**src/rtl/msg_tx_scheduler_pkg.sv**
```systemverilog
// msg_sched_pkg: shared types and defaults for the message TX scheduler.
//   state_e       - scheduler FSM states (REARM/GAP only reachable with MSG_SCHED_REARM_EN)
//   CMD_W         - message command width
//   N_DEF, TIMEOUT_DEF, REARM_GAP_DEF - default parameter values
package msg_sched_pkg;

    localparam int unsigned CMD_W         = 8;
    localparam int unsigned N_DEF         = 4;
    localparam int unsigned TIMEOUT_DEF   = 16;
    localparam int unsigned REARM_GAP_DEF = 4;

    typedef enum logic [2:0] {
        IDLE      = 3'd0,
        ISSUE     = 3'd1,
        WAIT_BUSY = 3'd2,
        WAIT_DONE = 3'd3,
        REARM     = 3'd4,
        GAP       = 3'd5
    } state_e;

endpackage

```
**src/rtl/msg_tx_scheduler_rr_arbiter.sv**
```systemverilog
// rr_arbiter: combinational round-robin grant over a pending vector.
//   pend_i  - pending flags, one per requester
//   ptr_i   - last serviced index; search starts at ptr_i+1 (mod N)
//   grant_c - first pending index found
//   valid_c - at least one requester pending
module rr_arbiter #(
    parameter int unsigned N = 4
) (
    input  logic [N-1:0]         pend_i,
    input  logic [$clog2(N)-1:0] ptr_i,
    output logic [$clog2(N)-1:0] grant_c,
    output logic                 valid_c
);

    localparam int unsigned IDX_W = $clog2(N);

    // Walk the N candidates in priority order; the first hit wins.
    always_comb begin
        int unsigned idx;
        grant_c = '0;
        valid_c = 1'b0;
        for (int unsigned k = 1; k <= N; k++) begin
            idx = 32'(ptr_i) + k;
            if (idx >= N) begin
                idx = idx - N;
            end
            if (!valid_c && pend_i[IDX_W'(idx)]) begin
                valid_c = 1'b1;
                grant_c = IDX_W'(idx);
            end
        end
    end

endmodule

```
**src/rtl/msg_tx_scheduler.sv**
```systemverilog
// msg_tx_scheduler: shares one UART message sender between N requesters.
// Each requester has a one-deep command buffer; buffered commands are
// dispatched round-robin over the sender's str/command/busy handshake.
// Optional feature macro: MSG_SCHED_REARM_EN (re-arm strobe + idle gap after
// every completed message).
// Ports:
//   clk, rst      - clock, asynchronous active-low reset
//   req_i, cmd_i  - per-requester request and 8-bit command (cmd_i[8i+7:8i])
//   ack_o         - request accepted into pending (pulse)
//   done_o        - requester's message completed (pulse)
//   drop_o        - request refused or dispatch timed out (pulse)
//   pending_o     - pending flags
//   cmd_o, str_o  - command and start strobe to the sender
//   busy_i        - sender busy
//   timeout_o     - sticky: some dispatch timed out since reset
module msg_tx_scheduler
    import msg_sched_pkg::*;
#(
    parameter int unsigned N         = N_DEF,
    parameter int unsigned TIMEOUT   = TIMEOUT_DEF,
    parameter int unsigned REARM_GAP = REARM_GAP_DEF
) (
    input  logic               clk,
    input  logic               rst,
    input  logic [N-1:0]       req_i,
    input  logic [CMD_W*N-1:0] cmd_i,
    output logic [N-1:0]       ack_o,
    output logic [N-1:0]       done_o,
    output logic [N-1:0]       drop_o,
    output logic [N-1:0]       pending_o,
    output logic [CMD_W-1:0]   cmd_o,
    output logic               str_o,
    input  logic               busy_i,
    output logic               timeout_o
);

    localparam int unsigned IDX_W = $clog2(N);
    localparam int unsigned TMR_W = $clog2(TIMEOUT + 1);

    if (N < 2 || N > 8 || TIMEOUT < 1 || REARM_GAP < 1) begin : g_param_check
        $error("msg_tx_scheduler: parameter out of range");
    end

    state_e                     state_q, state_d;
    logic [IDX_W-1:0]           ptr_q, ptr_d;
    logic [IDX_W-1:0]           g_q, g_d;
    logic [TMR_W-1:0]           timer_q, timer_d;
    logic [N-1:0]               pending_q, pending_d;
    logic [N-1:0][CMD_W-1:0]    cmd_mem_q, cmd_mem_d;
    logic [CMD_W-1:0]           cmd_q, cmd_d;
    logic                       str_q, str_d;
    logic [N-1:0]               ack_q, ack_d;
    logic [N-1:0]               done_q, done_d;
    logic [N-1:0]               drop_q, drop_d;
    logic                       timeout_q, timeout_d;
    logic [N-1:0]               clr_c;
    logic [IDX_W-1:0]           grant_c;
    logic                       valid_c;

`ifdef MSG_SCHED_REARM_EN
    localparam int unsigned GAP_W = $clog2(REARM_GAP + 1);
    logic [GAP_W-1:0]           gap_q, gap_d;
`endif

    rr_arbiter #(.N(N)) u_arb (
        .pend_i  (pending_q),
        .ptr_i   (ptr_q),
        .grant_c (grant_c),
        .valid_c (valid_c)
    );

    // State register and datapath flops.
    always_ff @(posedge clk or negedge rst) begin
        if (!rst) begin
            state_q   <= IDLE;
            ptr_q     <= IDX_W'(N - 1);
            g_q       <= '0;
            timer_q   <= '0;
            pending_q <= '0;
            cmd_mem_q <= '0;
            cmd_q     <= '0;
            str_q     <= 1'b0;
            ack_q     <= '0;
            done_q    <= '0;
            drop_q    <= '0;
            timeout_q <= 1'b0;
`ifdef MSG_SCHED_REARM_EN
            gap_q     <= '0;
`endif
        end else begin
            state_q   <= state_d;
            ptr_q     <= ptr_d;
            g_q       <= g_d;
            timer_q   <= timer_d;
            pending_q <= pending_d;
            cmd_mem_q <= cmd_mem_d;
            cmd_q     <= cmd_d;
            str_q     <= str_d;
            ack_q     <= ack_d;
            done_q    <= done_d;
            drop_q    <= drop_d;
            timeout_q <= timeout_d;
`ifdef MSG_SCHED_REARM_EN
            gap_q     <= gap_d;
`endif
        end
    end

    // Next-state, dispatch and acceptance logic.
    always_comb begin
        state_d   = state_q;
        ptr_d     = ptr_q;
        g_d       = g_q;
        timer_d   = timer_q;
        pending_d = pending_q;
        cmd_mem_d = cmd_mem_q;
        cmd_d     = cmd_q;
        str_d     = 1'b0;
        ack_d     = '0;
        done_d    = '0;
        drop_d    = '0;
        timeout_d = timeout_q;
        clr_c     = '0;
`ifdef MSG_SCHED_REARM_EN
        gap_d     = gap_q;
`endif

        case (state_q)
            IDLE: begin
                if (valid_c) begin
                    g_d     = grant_c;
                    cmd_d   = cmd_mem_q[grant_c];
                    state_d = ISSUE;
                end
            end
            ISSUE: begin
                str_d   = 1'b1;
                timer_d = TMR_W'(TIMEOUT);
                state_d = WAIT_BUSY;
            end
            WAIT_BUSY: begin
                if (busy_i) begin
                    state_d = WAIT_DONE;
                end else if (timer_q == '0) begin
                    drop_d[g_q] = 1'b1;
                    timeout_d   = 1'b1;
                    clr_c[g_q]  = 1'b1;
                    ptr_d       = g_q;
                    state_d     = IDLE;
                end else begin
                    timer_d = timer_q - TMR_W'(1);
                end
            end
            WAIT_DONE: begin
                if (!busy_i) begin
                    done_d[g_q] = 1'b1;
                    clr_c[g_q]  = 1'b1;
                    ptr_d       = g_q;
`ifdef MSG_SCHED_REARM_EN
                    state_d     = REARM;
`else
                    state_d     = IDLE;
`endif
                end
            end
`ifdef MSG_SCHED_REARM_EN
            // Extra strobe kicks a sender parked in its stop state back to idle.
            REARM: begin
                str_d   = 1'b1;
                gap_d   = GAP_W'(REARM_GAP - 1);
                state_d = GAP;
            end
            GAP: begin
                if (gap_q == '0) begin
                    state_d = IDLE;
                end else begin
                    gap_d = gap_q - GAP_W'(1);
                end
            end
`endif
            default: state_d = IDLE;
        endcase

        // A slot being freed this cycle can take a new request immediately.
        for (int unsigned i = 0; i < N; i++) begin
            if (req_i[i]) begin
                if (!pending_q[i] || clr_c[i]) begin
                    pending_d[i] = 1'b1;
                    cmd_mem_d[i] = cmd_i[i*CMD_W +: CMD_W];
                    ack_d[i]     = 1'b1;
                end else begin
                    drop_d[i] = 1'b1;
                end
            end else if (clr_c[i]) begin
                pending_d[i] = 1'b0;
            end
        end
    end

    assign ack_o     = ack_q;
    assign done_o    = done_q;
    assign drop_o    = drop_q;
    assign pending_o = pending_q;
    assign cmd_o     = cmd_q;
    assign str_o     = str_q;
    assign timeout_o = timeout_q;

endmodule

```
**config.mk**
```make
export PLATFORM = sky130hd
export DESIGN_NAME = msg_tx_scheduler
export DESIGN_NICKNAME = d
export VERILOG_FILES = /design/src/rtl/msg_tx_scheduler_pkg.sv /design/src/rtl/msg_tx_scheduler_rr_arbiter.sv /design/src/rtl/msg_tx_scheduler.sv
export SDC_FILE = /design/constraint.sdc
export NUM_CORES = 1
export LEC_CHECK = 0
export ABC_AREA = 1
export BUFFER_PORTS_ARGS = -buffer_cell sky130_fd_sc_hd__buf_2
export CORE_MARGIN = 2
export CORE_UTILIZATION = 61
export CTS_BUF_LIST = sky130_fd_sc_hd__clkbuf_8
export CTS_CLUSTER_SIZE = 20
export DETAILED_ROUTE_END_ITERATION = 16
export HOLD_SLACK_MARGIN = 0.1
export PLACE_DENSITY_LB_ADDON = 0.08
export SYNTH_ARGS = -nofsm -noshare
export SYNTH_HDL_FRONTEND = slang
export SYNTH_SLANG_ARGS = --single-unit
```
**constraint.sdc**
```tcl
create_clock -name clk -period 5.6 [get_ports clk]
set_input_delay 0.84 -clock clk [delete_from_list [all_inputs] [get_ports clk]]
set_output_delay 0.84 -clock clk [all_outputs]
set_load 0.05 [all_outputs]
```
# Word level (Yosys, flattened, before mapping)
# Index checks and enable logic that the tools add are counted.
[totals] regBits=70 inputBits=39 output_inout_bits=26 word_cells=159
[op_classes] add_sub_neg=9 order_cmp=11 n_eq_ne=13 mux=71 n_bitwise=1 reduce_logical=36
[op_table] cell="$mux 1" n=38
[op_table] cell="$mux 2" n=11
[op_table] cell="$mux 4" n=5
[op_table] cell="$lt 2x3->1 const B" n=6
[op_table] cell="$reduce_and 2->1" n=9
[op_table] cell="$bmux 8 s2" n=1
[op_table] cell="$mux 3" n=4
[op_table] cell="$pmux 3 s4" n=1
[op_table] cell="$reduce_bool 2->1" n=6
[op_table] cell="$mux 5" n=2
[op_table] cell="$ne 2x1->1 const B" n=5
[op_table] cell="$pmux 5 s2" n=1
[op_table] cell="$ge 3x3->1 const B" n=3
[op_table] cell="$reduce_and 3->1" n=3
[op_table] cell="$bmux 1 s2" n=4
[op_table] cell="$mux 8" n=1
[op_table] cell="$ne 2x2->1 const B" n=4
[op_table] cell="$pmux 4 s2" n=1
[op_table] cell="$sub 2x1->2 const B" n=4
[op_table] cell="$logic_not 1->1" n=7
[op_table] cell="$add 2x2->3 const B" n=2
[op_table] cell="$eq 3x2->1 const B" n=2
[op_table] cell="$logic_not 5->1" n=1
[op_table] cell="$sub 5x1->5 const B" n=1
[op_table] cell="other kinds (13)" n=19

# Longest topological paths before layout
[depth] ltp_word=17 mapped_depth=15

# Modules after synthesis
# From an unflattened synthesis, not the netlist that was laid out.
[hier_totals] hier_cells=397 area_unflattened_um2=3316.9
[by_module_without_submodules] mod="msg_tx_scheduler" n_inst=1 cells_per_inst=345 area_per_inst_um2=3045.4
[by_module_without_submodules] mod="rr_arbiter" n_inst=1 cells_per_inst=52 area_per_inst_um2=271.5

# Least setup slack after synthesis
# OpenSTA, ideal clock, no wires.
[synth_path] path_kind="in2reg" from="input port busy_i" to="register cmd_mem_q[31] (netlist bit)" arrival_time_ns=1.836 required_time_ns=5.521 slack_ns=3.685 cell_stages=11 path_buffers=0 cell_sequence="nor2_2 > inv_2 > nor2_2 > nand2_1 > inv_2 > nand3_1 > nand3b_1 > nand2_2 > clkinv_1 > nand2_1 > o21ai_1"
[synth_between] elab_chain_cells=4
[synth_lines] element="from (decl)" line_no="msg_tx_scheduler.sv:33" source="input logic busy_i,"
[synth_lines] element="$mux 4 (on tied branches)" line_no="msg_tx_scheduler.sv:155, msg_tx_scheduler.sv:142"
[synth_lines] element="$pmux 4 s2 (*)" line_no="msg_tx_scheduler.sv:128" source="case (state_q)"
[synth_lines] element="$logic_or 1x1->1 (*)" line_no="msg_tx_scheduler.sv:187" source="if (!pending_q[i] || clr_c[i]) begin"
[synth_lines] element="$reduce_and 2->1 (no line) (*)"
[synth_lines] element="to (signal assigned)" line_no="msg_tx_scheduler.sv:96" source="cmd_mem_q <= cmd_mem_d;"
[synth_lines] element="to (decl)" line_no="msg_tx_scheduler.sv:49" source="logic [N-1:0][CMD_W-1:0] cmd_mem_q, cmd_mem_d;"
# Every way passes the cells marked *; elsewhere a longest branch is shown, timed or not.
# A chain may end at the register's enable or synchronous reset.

# Worst setup path after layout
[layout_path] from="register ptr_q[0]" to="register cmd_q[4] (netlist: cmd_o[4])"
[layout_between] elab_chain_cells=17
[layout_lines] element="from (decl)" line_no="msg_tx_scheduler.sv:45" source="logic [IDX_W-1:0] ptr_q, ptr_d;"
[layout_lines] element="from (signal assigned)" line_no="msg_tx_scheduler.sv:76" source="ptr_q <= IDX_W'(N - 1);"
[layout_lines] element="from (signal assigned)" line_no="msg_tx_scheduler.sv:92" source="ptr_q <= ptr_d;"
[layout_lines] element="$add 2x1->3" line_no="msg_tx_scheduler_rr_arbiter.sv:23" source="idx = 32'(ptr_i) + k;"
[layout_lines] element="$ge 3x3->1 / $sub 2x1->2 (equally long branches)" line_no="msg_tx_scheduler_rr_arbiter.sv:24, msg_tx_scheduler_rr_arbiter.sv:25"
[layout_lines] element="$mux 2" line_no="msg_tx_scheduler_rr_arbiter.sv:24" source="if (idx >= N) begin"
[layout_lines] element="$bmux 1 s2" line_no="msg_tx_scheduler_rr_arbiter.sv:27" source="if (!valid_c && pend_i[IDX_W'(idx)]) begin"
[layout_lines] element="$mux 1 (not written as such)" line_no="msg_tx_scheduler_rr_arbiter.sv:27"
[layout_lines] element="$mux 1" line_no="msg_tx_scheduler_rr_arbiter.sv:27"
[layout_lines] element="$logic_not 1->1" line_no="msg_tx_scheduler_rr_arbiter.sv:27"
[layout_lines] element="$logic_and 1x1->1" line_no="msg_tx_scheduler_rr_arbiter.sv:27"
[layout_lines] element="$mux 1" line_no="msg_tx_scheduler_rr_arbiter.sv:27"
[layout_lines] element="$logic_not 1->1" line_no="msg_tx_scheduler_rr_arbiter.sv:27"
[layout_lines] element="$logic_and 1x1->1" line_no="msg_tx_scheduler_rr_arbiter.sv:27"
[layout_lines] element="$mux 1" line_no="msg_tx_scheduler_rr_arbiter.sv:27"
[layout_lines] element="$logic_not 1->1" line_no="msg_tx_scheduler_rr_arbiter.sv:27"
[layout_lines] element="$logic_and 1x1->1" line_no="msg_tx_scheduler_rr_arbiter.sv:27"
[layout_lines] element="$mux 2" line_no="msg_tx_scheduler_rr_arbiter.sv:27"
[layout_lines] element="$bmux 8 s2" line_no="msg_tx_scheduler.sv:132" source="cmd_d = cmd_mem_q[grant_c];"
[layout_lines] element="$mux 8 (not written as such)" line_no="msg_tx_scheduler.sv:132"
[layout_lines] element="to (signal assigned)" line_no="msg_tx_scheduler.sv:97" source="cmd_q <= cmd_d;"
[layout_lines] element="to (decl)" line_no="msg_tx_scheduler.sv:50" source="logic [CMD_W-1:0] cmd_q, cmd_d;"
# Parallel ways exist; a longest one is shown, timed or not. The select of a mux whose other input is x is not followed.

==> flow_metrics.py <==
metrics = {
    "worst_setup_path": {
        "r2r_setup_slack_ns": 3.26,
        "rr_startpoint": "ptr_q[0]$_DFFE_PN1P_",
        "cp_common_cell": "nand2_1",
        "r2r_cells": 11,
        "crit_arrival_ns": 2.58,
        "path_class": "flop to flop",
        "cp-end-kind": "flop",
        "critPathSlowestCell": "dfstp_2",
        "cp_slowest_stage_delay_ns": 0.66,
        "crit_buf_inv": 2,
        "cp_top_family": "simple AND/OR/NAND/NOR gates",
        "required_ns": 5.83,
        "cp_max_fo": 13,
        "startpoint_type": "flop",
        "path_cells": "inv_6, nand2_1, nand2_1, nand2_1, nand2_1, nor2_2, nand3_2, nand2_1, inv_1, nand3_1, nand2_1",
        "regToRegEndpoint": "cmd_o[4]$_DFFE_PN0P_",
    },
    "sta": {
        "rsz0062_at_grt": "false",
        "layout_setup_ws_ns": 3.26,
        "hold_viol": 0,
        "setup_viol": 0,
        "fin_skew_ns": 0.0101,
        "layout_worst_path_cycle_share": 0.418,
        "fin_setup_tns_ns": 0,
        "relSlewSlack": 0.443,
        "maxSlewViolCount": 0,
        "max_freq_mhz": 427,
        "tightest_slew_ns": 0.836,
        "period_minus_slack_ns": 2.34,
    },
    "final_layout": {
        "multi_input_area_sq_mm": 0.00129,
        "fillCellCount": 396,
        "layout.nets": 502,
        "layout_commonest_cell": "nand2_1",
        "drive_gt1_frac": 0.242,
        "antenna_cells": 0,
        "final_area_sq_mm": 0.00378,
        "regArea_sq_mm": 0.00173,
        "mostFrequentLayoutCells": "nand2_1, dfrtp_1, buf_2",
        "area_growth_pct": 18.0,
    },
    "synth": {
        "synth_top_family_by_area": "simple AND/OR/NAND/NOR gates",
        "synthArstFlopShare": 1.00,
        "synth-edff-count": 0,
        "synthFlopType": "dfrtp_1",
        "yosysSeqAreaShare": 0.540,
        "postSynthCellCount": 390,
        "synth_compound_area_frac": 0.0320,
        "avgSynthCellArea_sq_um": 8.21,
        "syn_nets": 431,
        "synth-simple-area-share": 0.362,
        "synthMuxAreaShare": 0,
        "ys_types": 30,
        "synth_warnings": 0,
        "synth-xor-area-share": 0.00273,
        "synth_fa_ha_area_frac": 0.00781,
        "syn-cell-area_sq_mm": 0.00320,
        "synth-seq-cells": 69,
    },
    "drt": {
        "antenna_left": 0,
        "post_drt_wl_per_cell_um": 13.3,
        "drt_iter0_drc": 265,
        "drcViolationCount": 0,
        "routed_wl_um": 7110,
        "vias_per_cell": 5.16,
        "vias": 2765,
        "firstDrtPassIters": 5,
    },
    "power": {
        "p_total_w": 0.00246,
        "ir_drop_mv": 0.470,
        "leakage_nw": 2.10,
        "powerDensity_mw_per_mm2": 651,
    },
    "clock_tree": {
        "cts_setup_buffers": 0,
        "clk_path_buf_depth": 2,
        "cts.sink_count": 69,
        "cts_hold_buffers": 0,
        "clkTransAtPathRegs_ns": 0.07,
        "cts_buffers": 9,
        "htree_levels": 3,
        "clock_latency_ns": 0.34,
        "cts_tree": "built",
        "cts-root-buf": "clkbuf_8",
        "post_cts_resize_count": 0,
    },
    "hold_path": {
        "hold_path_end": "timeout_o$_DFFE_PN0P_",
        "min_path_type": "flop to flop",
        "min_from": "timeout_o$_DFFE_PN0P_",
        "hold_path_depth": 1,
    },
    "global_route": {
        "antenna_found_initial": 0,
        "overflow": 0,
        "grt_pass1_wl_um": 12100,
        "grt_max_degree": 70,
        "grt_usage": 0.267,
        "grt_pass1_vias": 2672,
    },
    "outcome": {
        "status": "finished, final reports clean",
    },
    "die": {
        "io_pins": 65,
        "die_w_um": 76.5,
        "core_sq_mm": 0.00507,
        "num_rows": 26,
        "start_util": 0.631,
        "die_area_sq_mm": 0.00585,
        "fp.dieH_um": 76.5,
    },
    "run": {
        "maxCapViolCount": 0,
    },
    "place": {
        "numPortBuffers": 64,
        "dp_hpwl_um": 5110,
        "pre_cts_ws_ns": 3.30,
        "gp_congestion": 0.881,
        "placed_cell_area_sq_mm": 0.00358,
    },
}
==> stage by stage <==
step                      hold slack (ns)  utilization  std cells
after floorplan                     0.449            -        390
after global placement              0.453        0.706        520
after detailed placement            0.466        0.706        520
after CTS                           0.484        0.745        536
after global routing                0.500        0.745        536
final                               0.476        0.745        536
==> Yosys cell counts (2+ instances only) <==
library cell | number | area share
nand2_1 | 178 | 0.21
dfrtp_1 | 67 | 0.52
nand3_1 | 32 | 0.050
inv_1 | 25 | 0.029
nand4_1 | 12 | 0.023
nand2_2 | 11 | 0.021
o21ai_0 | 10 | 0.016
nor2_1 | 9 | 0.011
inv_2 | 7 | 0.0082
nor2_2 | 4 | 0.0078
o22ai_1 | 4 | 0.0078
nand3b_1 | 3 | 0.0070
buf_2 | 2 | 0.0031
buf_6 | 2 | 0.0070
clkinv_1 | 2 | 0.0023
dfstp_2 | 2 | 0.016
ha_1 | 2 | 0.0078
nand2_4 | 2 | 0.0070
nand3_2 | 2 | 0.0063
nand3_4 | 2 | 0.011
nor3_1 | 2 | 0.0031
o21ai_1 | 2 | 0.0031
==> registers in the layout, summed over array words and instances (netlist names) <==
register and count:
cmd_o 8, done_o 4, ack_o 4, str_o 1, ptr_q 2, pending_o 4
timer_q 5, cmd_mem_q 32, state_q 2, g_q 2, timeout_o 1, drop_o 4
==> cell type report <==
type / count / area share
flip-flops and latches: 69 / 0.457
multi-input cells: 280 / 0.343
repair buffers: 65 / 0.0867
clock buffers: 11 / 0.0401
inverters: 36 / 0.0377
well taps: 70 / 0.0232
clock inverters: 5 / 0.0122
==> power by group <==
group / switching (W) / internal (W) / leakage [nW]
sequential: 0.000139 / 0.000699 / 0.850
clock: 0.000177 / 0.000225 / 0.113
combinational: 0.000856 / 0.000365 / 1.14
==> how the worst max path moves through the flow <==
| stage | start | end | slack (ns) | depth (start not counted) |
|---|---|---|---|---|
| 2_1_floorplan | busy_i | cmd_mem_q[31]$_DFFE_PN0P_ | 3.68 | 11 |
| 3_3_place_gp | busy_i | cmd_mem_q[24]$_DFFE_PN0P_ | 3.37 | 12 |
| 3_5_place_dp | ptr_q[0]$_DFFE_PN1P_ | cmd_o[4]$_DFFE_PN0P_ | 3.30 | 11 |
| 4_1_cts | ptr_q[0]$_DFFE_PN1P_ | cmd_o[6]$_DFFE_PN0P_ | 3.28 | 11 |
| 5_1_grt | ptr_q[0]$_DFFE_PN1P_ | cmd_o[4]$_DFFE_PN0P_ | 3.00 | 11 |
| 6_report | ptr_q[0]$_DFFE_PN1P_ | cmd_o[4]$_DFFE_PN0P_ | 3.26 | 11 |
==> kinds of logic (layout without fill, tap and decap cells) <==
kind of cell	Yosys count	count (layout)
and+or+nand+nor	259	259
AOI/OAI and AO/OA	18	18
DFF	69	69
xor gates and xnor gates	1	1
adders and majority gates	2	2
buffers and inverters	41	117
==> per-layer routing <==
metal	vias up	GRT usage	share of wire
li1	1375	-	-
met1	1278	0.352	0.44
met2	98	0.437	0.48
met3	14	0.0355	0.056
met4	0	0.131	0.019
met5	-	0	0
No activity file was read; power rests on OpenSTA's default activity.
